`config.mk`:
```
export PLATFORM = sky130hd
export DESIGN_NAME = output_sram_streamer
export DESIGN_NICKNAME = d
export VERILOG_FILES = /design/src/rtl/output_sram_pkg.sv /design/src/rtl/output_sram_addr_gen.sv /design/src/rtl/output_sram_streamer.sv
export SDC_FILE = /design/constraint.sdc
export NUM_CORES = 1
export LEC_CHECK = 0
export BUFFER_PORTS_ARGS = -buffer_cell sky130_fd_sc_hd__clkbuf_2
export CORE_AREA = 5 5 234 236
export CTS_BUF_LIST = sky130_fd_sc_hd__clkbuf_2 sky130_fd_sc_hd__clkbuf_4 sky130_fd_sc_hd__clkbuf_8
export CTS_CLUSTER_SIZE = 8
export DETAILED_ROUTE_END_ITERATION = 8
export DIE_AREA = 0 0 239 241
export GPL_TIMING_DRIVEN = 0
export PLACE_DENSITY_LB_ADDON = 0.12
export SLEW_MARGIN = 30
export SYNTH_ARGS = -nofsm -noshare
export SYNTH_HDL_FRONTEND = slang
export SYNTH_SLANG_ARGS = --single-unit
export TNS_END_PERCENT = 100
```
`constraint.sdc`:
```
create_clock -name clock -period 2.2 [get_ports clock]
set_input_delay 0.33 -clock clock [delete_from_list [all_inputs] [get_ports clock]]
set_output_delay 0.33 -clock clock [all_outputs]
set_load 0.1 [all_outputs]
```
`src/rtl/output_sram_pkg.sv`:
```
// Shared constants and types for the output-SRAM streamer.
//   NUM_BANKS/BANK_DEPTH : SRAM geometry (6 banks x 2048 rows of 128-bit words)
//   ADDR_W/DATA_W        : linear word address width, SRAM word width
//   MAX_WORDS            : number of addressable words (base+len must not exceed it)
//   state_t              : streamer FSM states
//   cmd_dir_t            : command direction (STORE writes SRAM, DRAIN reads it)
package output_sram_pkg;

   localparam int unsigned NUM_BANKS  = 6;
   localparam int unsigned BANK_DEPTH = 2048;
   localparam int unsigned ADDR_W     = 14;
   localparam int unsigned DATA_W     = 128;
   localparam int unsigned MAX_WORDS  = NUM_BANKS * BANK_DEPTH;

   typedef enum logic [2:0] {
      StIdle,
      StWReq,
      StWWait,
      StRReq,
      StRWait,
      StRHold,
      StFin
   } state_t;

   typedef enum logic {
      DirStore = 1'b0,
      DirDrain = 1'b1
   } cmd_dir_t;

endpackage

```
`src/rtl/output_sram_addr_gen.sv`:
```
// Address / remaining-word counters for one streamer command.
//   clock, reset : clock and asynchronous active-low reset
//   load         : capture base/len as the new address and word count
//   step         : one word completed (address +1, remain -1)
//   base, len    : command start address and length (also used for the range check)
//   addr, remain : current word address and words still to transfer
//   last         : current word is the final one of the command
//   range_err    : base+len runs past the end of the SRAM (combinational on base/len)
module output_sram_addr_gen
   import output_sram_pkg::*;
#(
   parameter int unsigned LEN_W = 14
) (
   input  logic              clock,
   input  logic              reset,
   input  logic              load,
   input  logic              step,
   input  logic [ADDR_W-1:0] base,
   input  logic [LEN_W-1:0]  len,
   output logic [ADDR_W-1:0] addr,
   output logic [LEN_W-1:0]  remain,
   output logic              last,
   output logic              range_err
);

   logic [ADDR_W-1:0] addr_q;
   logic [LEN_W-1:0]  remain_q;
   logic [31:0]       end_addr;

   // Wide sum so the check cannot wrap for any base/len combination.
   assign end_addr  = 32'(base) + 32'(len);
   assign range_err = (end_addr > MAX_WORDS);

   // Plain +1: row 2047 carries naturally into the bank field.
   always_ff @(posedge clock or negedge reset) begin
      if (!reset) begin
         addr_q   <= '0;
         remain_q <= '0;
      end else if (load) begin
         addr_q   <= base;
         remain_q <= len;
      end else if (step) begin
         addr_q   <= addr_q + ADDR_W'(1);
         remain_q <= remain_q - LEN_W'(1);
      end
   end

   assign addr   = addr_q;
   assign remain = remain_q;
   assign last   = (remain_q == LEN_W'(1));

endmodule

```
`src/rtl/output_sram_streamer.sv`:
```
// Output-SRAM streamer: executes one STORE or DRAIN command at a time against the
// pulse-request SRAM interface.
//   clock, reset             : clock, asynchronous active-low reset
//   cmd_valid/ready/dir/base/len : command handshake (dir 0=STORE, 1=DRAIN)
//   in_valid/ready/data      : STORE word stream into the SRAM
//   out_valid/ready/data     : DRAIN word stream out of the SRAM
//   done, err                : 1-cycle completion / error pulses (err also pulses done)
//   w_en, w_addr, w_d, w_done: write request pulse, address, data, acknowledge
//   r_en, r_addr, r_d, d_ready: read request pulse, address, data, data-valid
// All outputs are registered so that they are all 0 while reset is asserted.
module output_sram_streamer
   import output_sram_pkg::*;
#(
   parameter int unsigned TIMEOUT = 64,
   parameter int unsigned LEN_W   = 14
) (
   input  logic              clock,
   input  logic              reset,
   input  logic              cmd_valid,
   output logic              cmd_ready,
   input  logic              cmd_dir,
   input  logic [ADDR_W-1:0] cmd_base,
   input  logic [LEN_W-1:0]  cmd_len,
   input  logic              in_valid,
   output logic              in_ready,
   input  logic [DATA_W-1:0] in_data,
   output logic              out_valid,
   input  logic              out_ready,
   output logic [DATA_W-1:0] out_data,
   output logic              done,
   output logic              err,
   output logic              w_en,
   output logic              r_en,
   output logic [31:0]       w_addr,
   output logic [31:0]       r_addr,
   output logic [DATA_W-1:0] w_d,
   input  logic [DATA_W-1:0] r_d,
   input  logic              w_done,
   input  logic              d_ready
);

   localparam int unsigned TimerW = $clog2(TIMEOUT + 1);

   state_t            state_q, state_d;
   logic [TimerW-1:0] timer_q, timer_d;
   logic              cmd_ready_q, cmd_ready_d;
   logic              in_ready_q, in_ready_d;
   logic              out_valid_q, out_valid_d;
   logic [DATA_W-1:0] out_data_q, out_data_d;
   logic              done_q, done_d;
   logic              err_q, err_d;
   logic              w_en_q, w_en_d;
   logic              r_en_q, r_en_d;
   logic [31:0]       w_addr_q, w_addr_d;
   logic [31:0]       r_addr_q, r_addr_d;
   logic [DATA_W-1:0] w_d_q, w_d_d;

   logic              ag_load, ag_step;
   logic [ADDR_W-1:0] ag_addr;
   logic [LEN_W-1:0]  ag_remain;
   logic              ag_last, ag_range_err;
   logic              timed_out;

   output_sram_addr_gen #(
      .LEN_W (LEN_W)
   ) u_addr_gen (
      .clock     (clock),
      .reset     (reset),
      .load      (ag_load),
      .step      (ag_step),
      .base      (cmd_base),
      .len       (cmd_len),
      .addr      (ag_addr),
      .remain    (ag_remain),
      .last      (ag_last),
      .range_err (ag_range_err)
   );

   // Abort on the cycle that would take the timer to TIMEOUT, so err lands exactly
   // TIMEOUT cycles after the request pulse.
   assign timed_out = (timer_q == TimerW'(TIMEOUT - 1));

   always_comb begin
      state_d     = state_q;
      timer_d     = timer_q;
      out_valid_d = out_valid_q;
      out_data_d  = out_data_q;
      done_d      = 1'b0;
      err_d       = 1'b0;
      w_en_d      = 1'b0;
      r_en_d      = 1'b0;
      w_addr_d    = w_addr_q;
      r_addr_d    = r_addr_q;
      w_d_d       = w_d_q;
      ag_load     = 1'b0;
      ag_step     = 1'b0;

      unique case (state_q)
         StIdle: begin
            if (cmd_valid && cmd_ready_q) begin
               if (ag_range_err) begin
                  err_d  = 1'b1;
                  done_d = 1'b1;
               end else if (cmd_len == '0) begin
                  state_d = StFin;
               end else begin
                  ag_load = 1'b1;
                  state_d = (cmd_dir_t'(cmd_dir) == DirDrain) ? StRReq : StWReq;
               end
            end
         end
         StWReq: begin
            if (in_valid) begin
               w_en_d   = 1'b1;
               w_addr_d = {{(32 - ADDR_W){1'b0}}, ag_addr};
               w_d_d    = in_data;
               timer_d  = '0;
               state_d  = StWWait;
            end
         end
         StWWait: begin
            if (w_done) begin
               ag_step = 1'b1;
               state_d = ag_last ? StFin : StWReq;
            end else if (timed_out) begin
               err_d   = 1'b1;
               done_d  = 1'b1;
               state_d = StIdle;
            end else begin
               timer_d = timer_q + TimerW'(1);
            end
         end
         StRReq: begin
            r_en_d   = 1'b1;
            r_addr_d = {{(32 - ADDR_W){1'b0}}, ag_addr};
            timer_d  = '0;
            state_d  = StRWait;
         end
         StRWait: begin
            if (d_ready) begin
               out_data_d  = r_d;
               out_valid_d = 1'b1;
               ag_step     = 1'b1;
               state_d     = StRHold;
            end else if (timed_out) begin
               err_d   = 1'b1;
               done_d  = 1'b1;
               state_d = StIdle;
            end else begin
               timer_d = timer_q + TimerW'(1);
            end
         end
         StRHold: begin
            // remain was already decremented when the word was captured.
            if (out_ready) begin
               out_valid_d = 1'b0;
               state_d     = (ag_remain == '0) ? StFin : StRReq;
            end
         end
         StFin: begin
            done_d  = 1'b1;
            state_d = StIdle;
         end
         default: state_d = StIdle;
      endcase

      cmd_ready_d = (state_d == StIdle);
      in_ready_d  = (state_d == StWReq);
   end

   always_ff @(posedge clock or negedge reset) begin
      if (!reset) begin
         state_q     <= StIdle;
         timer_q     <= '0;
         cmd_ready_q <= 1'b0;
         in_ready_q  <= 1'b0;
         out_valid_q <= 1'b0;
         out_data_q  <= '0;
         done_q      <= 1'b0;
         err_q       <= 1'b0;
         w_en_q      <= 1'b0;
         r_en_q      <= 1'b0;
         w_addr_q    <= '0;
         r_addr_q    <= '0;
         w_d_q       <= '0;
      end else begin
         state_q     <= state_d;
         timer_q     <= timer_d;
         cmd_ready_q <= cmd_ready_d;
         in_ready_q  <= in_ready_d;
         out_valid_q <= out_valid_d;
         out_data_q  <= out_data_d;
         done_q      <= done_d;
         err_q       <= err_d;
         w_en_q      <= w_en_d;
         r_en_q      <= r_en_d;
         w_addr_q    <= w_addr_d;
         r_addr_q    <= r_addr_d;
         w_d_q       <= w_d_d;
      end
   end

   assign cmd_ready = cmd_ready_q;
   assign in_ready  = in_ready_q;
   assign out_valid = out_valid_q;
   assign out_data  = out_data_q;
   assign done      = done_q;
   assign err       = err_q;
   assign w_en      = w_en_q;
   assign r_en      = r_en_q;
   assign w_addr    = w_addr_q;
   assign r_addr    = r_addr_q;
   assign w_d       = w_d_q;

endmodule
```
==> results of run 1 <==
## area by class of cell
cell class | instances | area (µm²) | share of cell area (%)
Sequential cell | 329 | 8233 | 36.29
Clock buffer | 100 | 1282 | 5.652
Tap cell | 688 | 860.8 | 3.794
Clock inverter | 11 | 219.0 | 0.9650
Timing Repair Buffer | 884 | 6055 | 26.68
Antenna cell | 4 | 10.01 | 0.04412
Buffer | 76 | 568.0 | 2.504
Inverter | 10 | 37.54 | 0.1654
Multi-Input combinational cell | 628 | 5424 | 23.91
## kinds of logic after synthesis
| logic type | synth area share (%) |
|---|---|
| AO/OA/AOI/OAI | 4.865 |
| XOR/XNOR | 2.026 |
| adder cells (fa/ha/maj) | 1.773 |
| buffers and inverters | 3.373 |
| flip-flops | 59.50 |
| multiplexers | 23.03 |
| other | 0.02710 |
| AND/OR/NAND/NOR | 5.399 |
## placed cells by master, fill, tap and decap left out, types with 5 or more instances in the layout
cell           synthesis  layout
bufinv_16              0       6
conb_1                 1      36
buf_4                 36      50
clkbuf_8               0      91
mux2_2               283     283
nor3_1                13      11
xor2_1                11      11
nand2_1               28      25
dlygate4sd3_1          0     284
o21bai_1               5       5
xnor2_1               21      21
o21ai_0               19      19
inv_1                 10      10
dfrtp_1              329     329
nor4_1                 6       6
a31oi_1                6       6
a21oi_1               40      36
ha_1                  18      17
and3_1                 6       6
nand3_1               22      22
nor2_1                49      36
clkbuf_2               0     592
nor2_2                 0      11
clkbuf_4               0      29
## final timing paths
| check | start | end | slack (ns) | cells after the start |
|---|---|---|---|---|
| worst max-delay path | cmd_len[0] | u_addr_gen.addr[13]$_DFFE_PN0P_ | -0.78 | 12 |
| worst min-delay path | cmd_base[0] | u_addr_gen.addr[0]$_DFFE_PN0P_ | 0.04 | 4 |
| worst max register to register | state_q[1]$_DFF_PN0_ | u_addr_gen.addr[12]$_DFFE_PN0P_ | -0.34 | 10 |
| worst min register to register | timer_q[5]$_DFFE_PN0P_ | timer_q[5]$_DFFE_PN0P_ | 0.48 | 1 |
| max in group asynchronous | reset | out_data[110]$_DFFE_PN0P_ | 0.48 | 5 |
| min in group asynchronous | reset | w_d[67]$_DFFE_PN0P_ | 0.24 | 2 |
## per-stage QoR
step / utilization, % / instance area, µm² / cells / setup WS [ns] / setup TNS (ns)
floorplan: - / 14060 / 1045 / -0.9889 / -29.31
global placement: 34.13 / 17830 / 2315 / -7.041 / -2550.19
detailed placement: 34.37 / 17950 / 2319 / -1.415 / -229.63
CTS: 43.10 / 22510 / 2722 / -0.6524 / -16.52
global route: 43.44 / 22690 / 2730 / -0.8571 / -22.25
finish: 43.44 / 22690 / 2730 / -0.7761 / -20.61
## what timing repair did
item,CTS,global route
pin swaps,4,6
gates resized for setup,47,53
setup endpoints to repair,315,194
gates cloned,1,2
hold buffers,284,0
hold endpoints to repair,343,0
buffers inserted,9,2
## routing by layer
metal	vias up	share of wire [%]	track usage, %
li1	5506	-	-
met1	5685	39	20.32
met2	400	50	29.36
met3	123	7.2	5.108
met4	14	3.6	6.882
met5	-	0.17	0
## registers in the layout (all words and copies together), names as in the netlist, 3 cells and up
| register | count |
|---|---|
| state_q | 3 |
| r_addr | 14 |
| out_data | 128 |
| timer_q | 7 |
| w_addr | 14 |
| u_addr_gen.remain | 14 |
| u_addr_gen.addr | 14 |
| w_d | 128 |
## worst reg2reg max path, cell delays in order (launching register included)
cell      delay, ns
dfrtp_1        0.37
clkbuf_2       0.21
nor2b_4        0.22
nand2_1        0.16
a21oi_2        0.30
nand2_1        0.15
nor2_1         0.20
nand3_1        0.25
o21ai_0        0.23
nor2_1         0.06
a211o_2        0.30
==> metrics.md, run 1 <==
| Metric | Value |
|---|---|
| Crit Path Category | in2reg |
| Async set-reset flop share out of synthesis | 100.0% |
| # nets final | 2301 |
| DP HPWL | 40.60 mm |
| DR vias/cell | 4.296 |
| Period utilisation layout | 135.3% |
| Die Y | 241 µm |
| Core area | 52240 µm² |
| CP required | 2.71 ns |
| # IOs | 619 |
| Initial antenna violation count | 11 |
| Slew @ Worst Pin | 0.7195 ns |
| Final Setup Violations | 35 |
| Final worst-path setup slack | -0.7761 ns |
| CTS tree | yes |
| Max-slew violation count | 0 |
| Status | finished, violations left |
| Failing checks | setup timing |
| RSZ-0062 raised after global routing | true |
| Largest net degree at the start of global routing | 76 |
| Row count | 84 |
| Synth top area share | 59.50% |
| Wire length of the first global-routing pass | 76.17 mm |
| Min-Delay Path Class | in2reg |
| Root Buffer | clkbuf_8 |
| Setup Skew | 0.02434 ns |
| Die span in x | 239 µm |
| Synth area leader | dfrtp_1 |
| Max Fclk | 336.0 MHz |
| WP buf/inv | 1 |
| Post-route DRC violation count | 0 |
| Top_reg_cell synth | dfrtp_1 |
| Avg Cell Area, Syn | 13.70 µm² |
| Post-synthesis cell area | 13840 µm² |
| Sequential share of the synthesized area | 59.50% |
| Worst slew margin | 51.53% |
| Die area | 57600 µm² |
| Sink Count | 329 |
| Detail Route Antenna Nets | 0 |
| Clock edge transition at the registers on the reported setup and hold paths | 0.07 ns |
| Top delay family on crit path | compound AO/OA/AOI/OAI gates |
| Input/output buffers | 582 |
| Crit path max-delay cell type | or4b_4 |
| Vias in the first global route | 12.34k |
| Max-cap violations | 0 |
| CP Data Arrival Time | 3.49 ns |
| Area grow syn2layout | 63.99% |
| Worst Path Max Fanout | 6 |
| Layout cells sized above 1 | 54.47% |
| Number of buffers created by CTS | 61 |
| EDFF count, synth | 0 |
| Max Buffers Root-to-Sink | 3 |
| Initial Utilization | 26.49% |
| Initial detailed-routing violation count | 271 |
| CP cell instances | clkbuf_16 -> ha_4 -> fa_2 -> a21o_4 -> a21oi_2 -> xor2_1 -> o2111ai_2 -> or4_4 -> or4b_4 -> a211oi_4 -> o21ai_1 -> a221o_1 |
| Yosys warning total | 0 |
| Area contributors post-synth | dfrtp_1, mux2_2, buf_4, ha_1, a21oi_1 |
| Seq cells post-synth | 329 |
| Commonest cells in the netlist | dfrtp_1, mux2_2, nor2_1 |
| Worst setup EP type | flip-flop |
| Final-layout fill cell count | 4994 |
| CP peak stage delay | 0.53 ns |
| GRT Total Usage | 17.15% |
| Total number of H-tree levels | 2 |
| WHS | 0.04233 ns |
| Yosys cell types | 62 |
| Gpl congestion | 0.7932 |
| Hold Vio Cnt, Final | 0 |
| Cells after Synth | 1010 |
| WL final | 52.49 mm |
| WL per Instance | 19.23 µm |
| Critical path launch point type | input pin |
| 1st-pass router iterations | 4 |
| GR Overflow Total | 0 |
| Most common cell in the synthesized netlist | dfrtp_1 |
| Via count | 11.73k |
| Worst-Skew Late Latency | 0.65 ns |
| Minimum clock period | 2.976 ns |
Power of run 1 is not shown: default switching activity piles up to over one toggle a cycle in this logic, so the estimate is an artifact.
==> run 2, diff against run 1 <==
HOLD_SLACK_MARGIN = 0.1   (was unset)
PLACE_DENSITY = 0.64   (was unset)
PLACE_DENSITY_LB_ADDON = unset   (was 0.12)
==> metrics.md, run 2 (same netlist as run 1, synthesis figures left out) <==
| Metric | Value |
|---|---|
| Worst R2R Start | u_addr_gen.remain[3]$_DFFE_PN0P_ |
| CP cell instances | buf_8 -> ha_4 -> fa_2 -> a21o_4 -> a21oi_2 -> xor2_1 -> o2111ai_2 -> or4_4 -> or4b_4 -> a211oi_4 -> buf_4 -> nor2_1 -> a211o_2 |
| Max-cap violations | 0 (unchanged) |
| Period utilisation layout | 130.9% (-4.4 points) |
| Gpl congestion | 0.8765 (+11%) |
| Post-Layout Cell Count | 2738 (+0.29%) |
| Sink Count | 329 (unchanged) |
| Pre-CTS WS | -1.388 ns (+0.02733 ns) |
| RSZ-0062 raised after global routing | true |
| # IOs | 619 (unchanged) |
| Die area | 57600 µm² (unchanged) |
| Final worst-path setup slack | -0.6794 ns (+0.09670 ns) |
| Status | finished, violations left |
| WL per Instance | 19.78 µm (+2.9%) |
| Final Setup Violations | 35 (unchanged) |
| R2R cell count | 7 (-3) |
| Crit path max-delay cell type | or4b_4 |
| DR vias/cell | 4.432 (+3.2%) |
| Max Buffers Root-to-Sink | 3 (unchanged) |
| Clock edge transition at the registers on the reported setup and hold paths | 0.06 ns (about the same) |
| Min-Delay Path Class | in2reg |
| DP HPWL | 38.85 mm (-4.3%) |
| DP Cell Count | 2320 (+0.043%) |
| Critical path launch point type | input pin |
| Largest net degree at the start of global routing | 83 (+9.2%) |
| GR Overflow Total | 0 (unchanged) |
| Commonest non-fill, non-tap cell in the layout | clkbuf_2 |
| Failing checks | setup timing |
| Worst Path Max Fanout | 3 (-3) |
| WHS | 0.1758 ns (+0.1335 ns) |
| Initial Utilization | 26.49% (unchanged) |
| Initial antenna violation count | 10 (-1) |
| Capturing point of the worst reg2reg path | in_ready$_DFF_PN0_ |
| Vias in the first global route | 13.05k (+5.7%) |
| Via count | 12.14k (+3.5%) |
| Max-slew violation count | 0 (unchanged) |
| Die Y | 241 µm (unchanged) |
| CP Data Arrival Time | 3.37 ns (-0.12 ns) |
| Slew @ Worst Pin | 0.7097 ns (-0.009830 ns) |
| WHS Endpoint | state_q[2]$_DFF_PN0_ |
| 1st-pass router iterations | 4 (unchanged) |
| Minimum clock period | 2.879 ns (-0.09670 ns) |
| Hold Vio Cnt, Final | 0 (unchanged) |
| WL final | 54.15 mm (+3.2%) |
| Post-route DRC violation count | 0 (unchanged) |
| Detail Route Antenna Nets | 0 (unchanged) |
| HP Start | cmd_len[6] |
| Initial detailed-routing violation count | 499 (+84%) |
| Worst-Skew Late Latency | 0.62 ns (-0.03 ns) |
| Core area | 52240 µm² (unchanged) |
| # nets final | 2314 (+0.56%) |
| Top delay family on crit path | simple AND/OR/NAND/NOR gates |
| Layout cells sized above 1 | 55.16% (+0.70 points) |
| Area grow syn2layout | 64.00% (about the same) |
| Worst setup EP type | flip-flop |
| Total number of H-tree levels | 2 (unchanged) |
| DP Area | 17970 µm² (about the same) |
| Commonest cells after routing, fill and taps aside | clkbuf_2, dfrtp_1, dlygate4sd3_1, mux2_2, clkbuf_8 |
| Die span in x | 239 µm (unchanged) |
| Row count | 84 (unchanged) |
| Wire length of the first global-routing pass | 78.19 mm (+2.7%) |
| Post-route cell area | 22690 µm² (about the same) |
| Hold depth | 4 (unchanged) |
| Worst slew margin | 52.19% (+0.66 points) |
| Number of buffers created by CTS | 59 (-3.3%) |
| GRT Total Usage | 17.47% (+0.32 points) |
| CP required | 2.69 ns (-0.02 ns) |
| Input/output buffers | 582 (unchanged) |
| WP buf/inv | 2 (+1) |
| Setup Skew | 0.01509 ns (-0.009249 ns) |
| CP peak stage delay | 0.52 ns (about the same) |
| Worst R2R Setup Slack | -0.27 ns (+0.07 ns) |
| CTS tree | yes |
| Max Fclk | 347.3 MHz (+3.4%) |
| Crit Path Category | in2reg |
| Root Buffer | clkbuf_8 |
-- run 2: worst max path at each step --
stage | from | to | cells past startpoint
after detailed placement | cmd_len[0] | u_addr_gen.addr[13]$_DFFE_PN0P_ | 12
after CTS | cmd_len[0] | u_addr_gen.addr[13]$_DFFE_PN0P_ | 12
after floorplan | cmd_base[0] | u_addr_gen.addr[13]$_DFFE_PN0P_ | 11
after global routing | cmd_base[0] | u_addr_gen.addr[12]$_DFFE_PN0P_ | 13
final | cmd_base[0] | u_addr_gen.addr[12]$_DFFE_PN0P_ | 13
after global placement | reset | w_d[64]$_DFFE_PN0P_ | 1
-- run 2: layout make-up --
type | instances | area (µm²)
fill | 4687 | 29540
sequential | 329 | 8234
timing repair buffer | 898 | 6143
multi-input combinational | 629 | 5609
clock buffer | 93 | 1136
tap | 688 | 860.8
buffer | 76 | 578.1
clock inverter | 8 | 73.82
inverter | 10 | 37.54
antenna | 7 | 17.52
-- run 2: repair_timing --
item                       4_1_cts  5_1_grt
hold buffers                   289        0
setup endpoints to repair      287      260
resized for setup               87       39
pin swaps                       11       11
hold endpoints to repair       466        0
setup buffers                    9       10
cloned                           2        2
-- run 2: stage by stage --
step                      utilization, %  setup TNS (ns)
after floorplan                        -          -29.31
after global placement             34.13        -2358.92
after detailed placement           34.39         -225.84
after CTS                          42.98          -12.06
after global routing               43.42          -16.63
final                              43.44          -15.85
-- run 2: per-layer routing --
metal | up-vias | GRT usage, % | part of all wire [%] | routed length, µm
met5 | - | 0 | 0.066 | 36
met4 | 6 | 10.27 | 6.3 | 3410
met3 | 142 | 4.719 | 6.8 | 3686
met2 | 509 | 30.11 | 50 | 27090
met1 | 5939 | 19.47 | 37 | 19930
li1 | 5540 | - | - | -
-- run 2: worst reg2reg max path, cell delays in order (launching register included) --
cell and delay (ns):
dfrtp_1 0.41, or4_1 0.60, nor3_2 0.26, nand4b_1 0.25
or2_2 0.33, a31oi_1 0.31, nand2_4 0.06, o211a_1 0.13
Power of run 2 is left out for the same reason.
==> run 3, diff against run 2 <==
CORE_AREA = 5 5 237 239   (was 5 5 234 236)
DIE_AREA = 0 0 242 244   (was 0 0 239 241)
SLEW_MARGIN = 10   (was 30)
SYNTH_HIERARCHICAL = 1   (was unset)
==> metrics.md, run 3 <==
| Metric | Value |
|---|---|
| Status | finished, violations left |
| Failing checks | setup timing |
| Most common cell in the synthesized netlist | dfrtp_1 |
| Hold Vio Cnt, Final | 0 (unchanged) |
| Crit path launch | cmd_base[6] |
| Input/output buffers | 582 (unchanged) |
| # nets final | 2362 (+2.1%) |
| DR vias/cell | 4.541 (+2.4%) |
| Met2 wire len | 28.35 mm (+4.6%) |
| Max-cap violations | 0 (unchanged) |
| Top routing layer in use | met5 |
| Worst Path Max Fanout | 10 (+7) |
| Area contributors post-synth | dfrtp_1, mux2_2, buf_4, nand2_1, ha_1 |
| Setup TNS | -26.22 ns (-10.37 ns) |
| Cells after Synth | 1065 (+5.4%) |
| Detail Route Antenna Nets | 0 (unchanged) |
| GRT Total Usage | 18.38% (+0.91 points) |
| Die Y | 244 µm (+1.2%) |
| Die area | 59050 µm² (+2.5%) |
| RSZ-0062 raised after global routing | true |
| Min-Delay Path Class | in2async |
| Root Buffer | clkbuf_8 |
| Max-slew violation count | 0 (unchanged) |
| Core area | 53600 µm² (+2.6%) |
| Layout cells sized above 1 | 54.71% (-0.46 points) |
| Max Fclk | 330.8 MHz (-4.7%) |
| GR Overflow Total | 0 (unchanged) |
| Setup Skew | 0.02180 ns (+0.006714 ns) |
| # IOs | 619 (unchanged) |
| CTS tree | yes |
| Minimum clock period | 3.023 ns (+0.1436 ns) |
| Clock edge transition at the registers on the reported setup and hold paths | 0.07 ns (about the same) |
| Final-layout fill cell count | 4792 (+2.2%) |
| Post-synthesis cell area | 14200 µm² (+2.6%) |
| WL final | 57.57 mm (+6.3%) |
| Post-route DRC violation count | 0 (unchanged) |
| Largest net degree at the start of global routing | 97 (+17%) |
| Routed wl met3 | 4.351 mm (+18%) |
| Commonest cells in the netlist | dfrtp_1, mux2_2, nand2_1 |
| Vias in the first global route | 13.49k (+3.4%) |
| Commonest cells after routing, fill and taps aside | clkbuf_2, dfrtp_1, dlygate4sd3_1, mux2_2, clkbuf_8 |
| WL per Instance | 20.63 µm (+4.3%) |
| Initial antenna violation count | 3 (-7) |
| CP Data Arrival Time | 3.56 ns (+0.19 ns) |
| Initial detailed-routing violation count | 567 (+14%) |
| Avg Cell Area, Syn | 13.33 µm² (-2.7%) |
| 1st-pass router iterations | 7 (+3) |
| Synth area leader | dfrtp_1 |
| Initial Utilization | 26.49% (about the same) |
| Top_reg_cell synth | dfrtp_1 |
| Wire length of the first global-routing pass | 85.28 mm (+9.1%) |
| Via count | 12.67k (+4.4%) |
| Wl on met1 | 21.64 mm (+8.6%) |
| Yosys warning total | 6 (+6) |
| Worst setup EP type | flip-flop |
| Sink Count | 329 (unchanged) |
| Synth top area share | 57.98% (-1.5 points) |
| Worst-Skew Late Latency | 0.62 ns (about the same) |
| Row count | 85 (+1.2%) |
| Number of buffers created by CTS | 59 (unchanged) |
| Final Setup Violations | 35 (unchanged) |
| Slew @ Worst Pin | 0.6925 ns (-0.01720 ns) |
| Gpl congestion | 0.9256 (+5.6%) |
| CP required | 2.74 ns (+0.05 ns) |
| Post-route cell area | 23120 µm² (+1.9%) |
| Sequential share of the synthesized area | 57.98% (-1.5 points) |
| Commonest non-fill, non-tap cell in the layout | clkbuf_2 |
| Max Buffers Root-to-Sink | 3 (unchanged) |
| Yosys cell types | 73 (+18%) |
| EDFF count, synth | 0 (unchanged) |
| Final worst-path setup slack | -0.8230 ns (-0.1436 ns) |
| Critical path launch point type | input pin |
| Total number of H-tree levels | 2 (unchanged) |
| Die span in x | 242 µm (+1.3%) |
| Async set-reset flop share out of synthesis | 100.0% (unchanged) |
| Period utilisation layout | 137.4% (+6.5 points) |
| DP HPWL | 40.82 mm (+5.1%) |
| Worst R2R Start | state_q[1]$_DFF_PN0_ |
| DP Area | 18270 µm² (+1.7%) |
| Worst slew margin | 54.03% (+1.8 points) |
| Crit Path Category | in2reg |
| Area grow syn2layout | 62.80% |
| Seq cells post-synth | 329 (unchanged) |
run 3: cell count changes after synthesis, sizes merged, moves of 7 or more:
cell,previous run,this run
nand2,28,89
o21ai,22,39
nor2,49,27
nand3,22,11
mux2,283,270
nand4,4,14
clkbuf,37,13
buf,41,74
xnor2,21,14
a21oi,41,21
run 3: timing repair:
| action | in CTS | in global routing |
|---|---|---|
| buffers inserted | 15 | 2 |
| setup endpoints to repair | 223 | 138 |
| gates cloned | 2 | 3 |
| resized for setup | 67 | 63 |
| pin swaps | 22 | 16 |
| hold endpoints to repair | 436 | 0 |
| hold buffers | 289 | 0 |
run 3: through the flow:
| step | instances | setup slack (ns) | hold slack (ns) | utilization [%] |
|---|---|---|---|---|
| 6_report | 2790 | -0.8230 | 0.2652 | 43.13 |
| 3_5_place_dp | 2381 | -1.450 | 0.3194 | 34.08 |
| 3_3_place_gp | 2378 | -6.378 | 0.4629 | 33.91 |
| 5_1_grt | 2790 | -0.8371 | 0.2289 | 43.13 |
| 2_1_floorplan | 1100 | -0.8128 | 0.03441 | - |
| 4_1_cts | 2785 | -0.6146 | 0.1653 | 42.56 |
run 3: layer usage:
metal | up-vias | global-route usage, %
met4 | 2 | 9.215
met1 | 6277 | 20.87
met5 | - | 0
li1 | 5687 | -
met3 | 144 | 6.038
met2 | 559 | 31.21
run 3: area by class of cell:
| type | count | area, µm² | area share [%] |
|---|---|---|---|
| Sequential cell | 329 | 8233 | 35.62 |
| Timing Repair Buffer | 893 | 6147 | 26.59 |
| Multi-Input combinational cell | 672 | 5863 | 25.36 |
| Clock buffer | 87 | 1085 | 4.693 |
| Tap cell | 696 | 870.8 | 3.767 |
| Buffer | 84 | 650.6 | 2.815 |
| Clock inverter | 16 | 219.0 | 0.9472 |
| Inverter | 12 | 45.04 | 0.1949 |
| Antenna cell | 1 | 2.502 | 0.01083 |
run 3: worst paths after layout:
check / endpoint / slack, ns / cells past startpoint
hold reg to reg: r_addr[6]$_DFFE_PN0P_ / 0.48 / 2
min in group clock: err$_DFF_PN0_ / 0.27 / 5
setup / recovery: u_addr_gen/addr[12]$_DFFE_PN0P_ / -0.82 / 17
max in group asynchronous: u_addr_gen/addr[10]$_DFFE_PN0P_ / 0.59 / 4
setup reg to reg: u_addr_gen/remain[11]$_DFFE_PN0P_ / -0.53 / 11
hold / removal: w_d[124]$_DFFE_PN0P_ / 0.27 / 2
run 3: kinds of logic after synthesis:
family | synth area share (%)
xor+xnor | 1.727
compound gates | 4.627
mux | 21.84
fa+ha+maj | 1.727
buf+inv | 4.300
other cells | 0.02641
flops | 57.98
simple gates | 7.772
run 3: worst max-delay path, stage by stage:
cell and delay (ns):
clkbuf_2 0.12, ha_1 0.29, clkbuf_2 0.20, a41o_1 0.26
a21oi_1 0.34, nor2_1 0.08, nor3_1 0.23, nand4_1 0.22
o211ai_1 0.28, a32oi_2 0.19, nor2_2 0.17, and4_4 0.22
and2_4 0.19, buf_12 0.14, buf_8 0.14, nand2_2 0.08
o21ai_2 0.06
Power of run 3 is left out for the same reason.
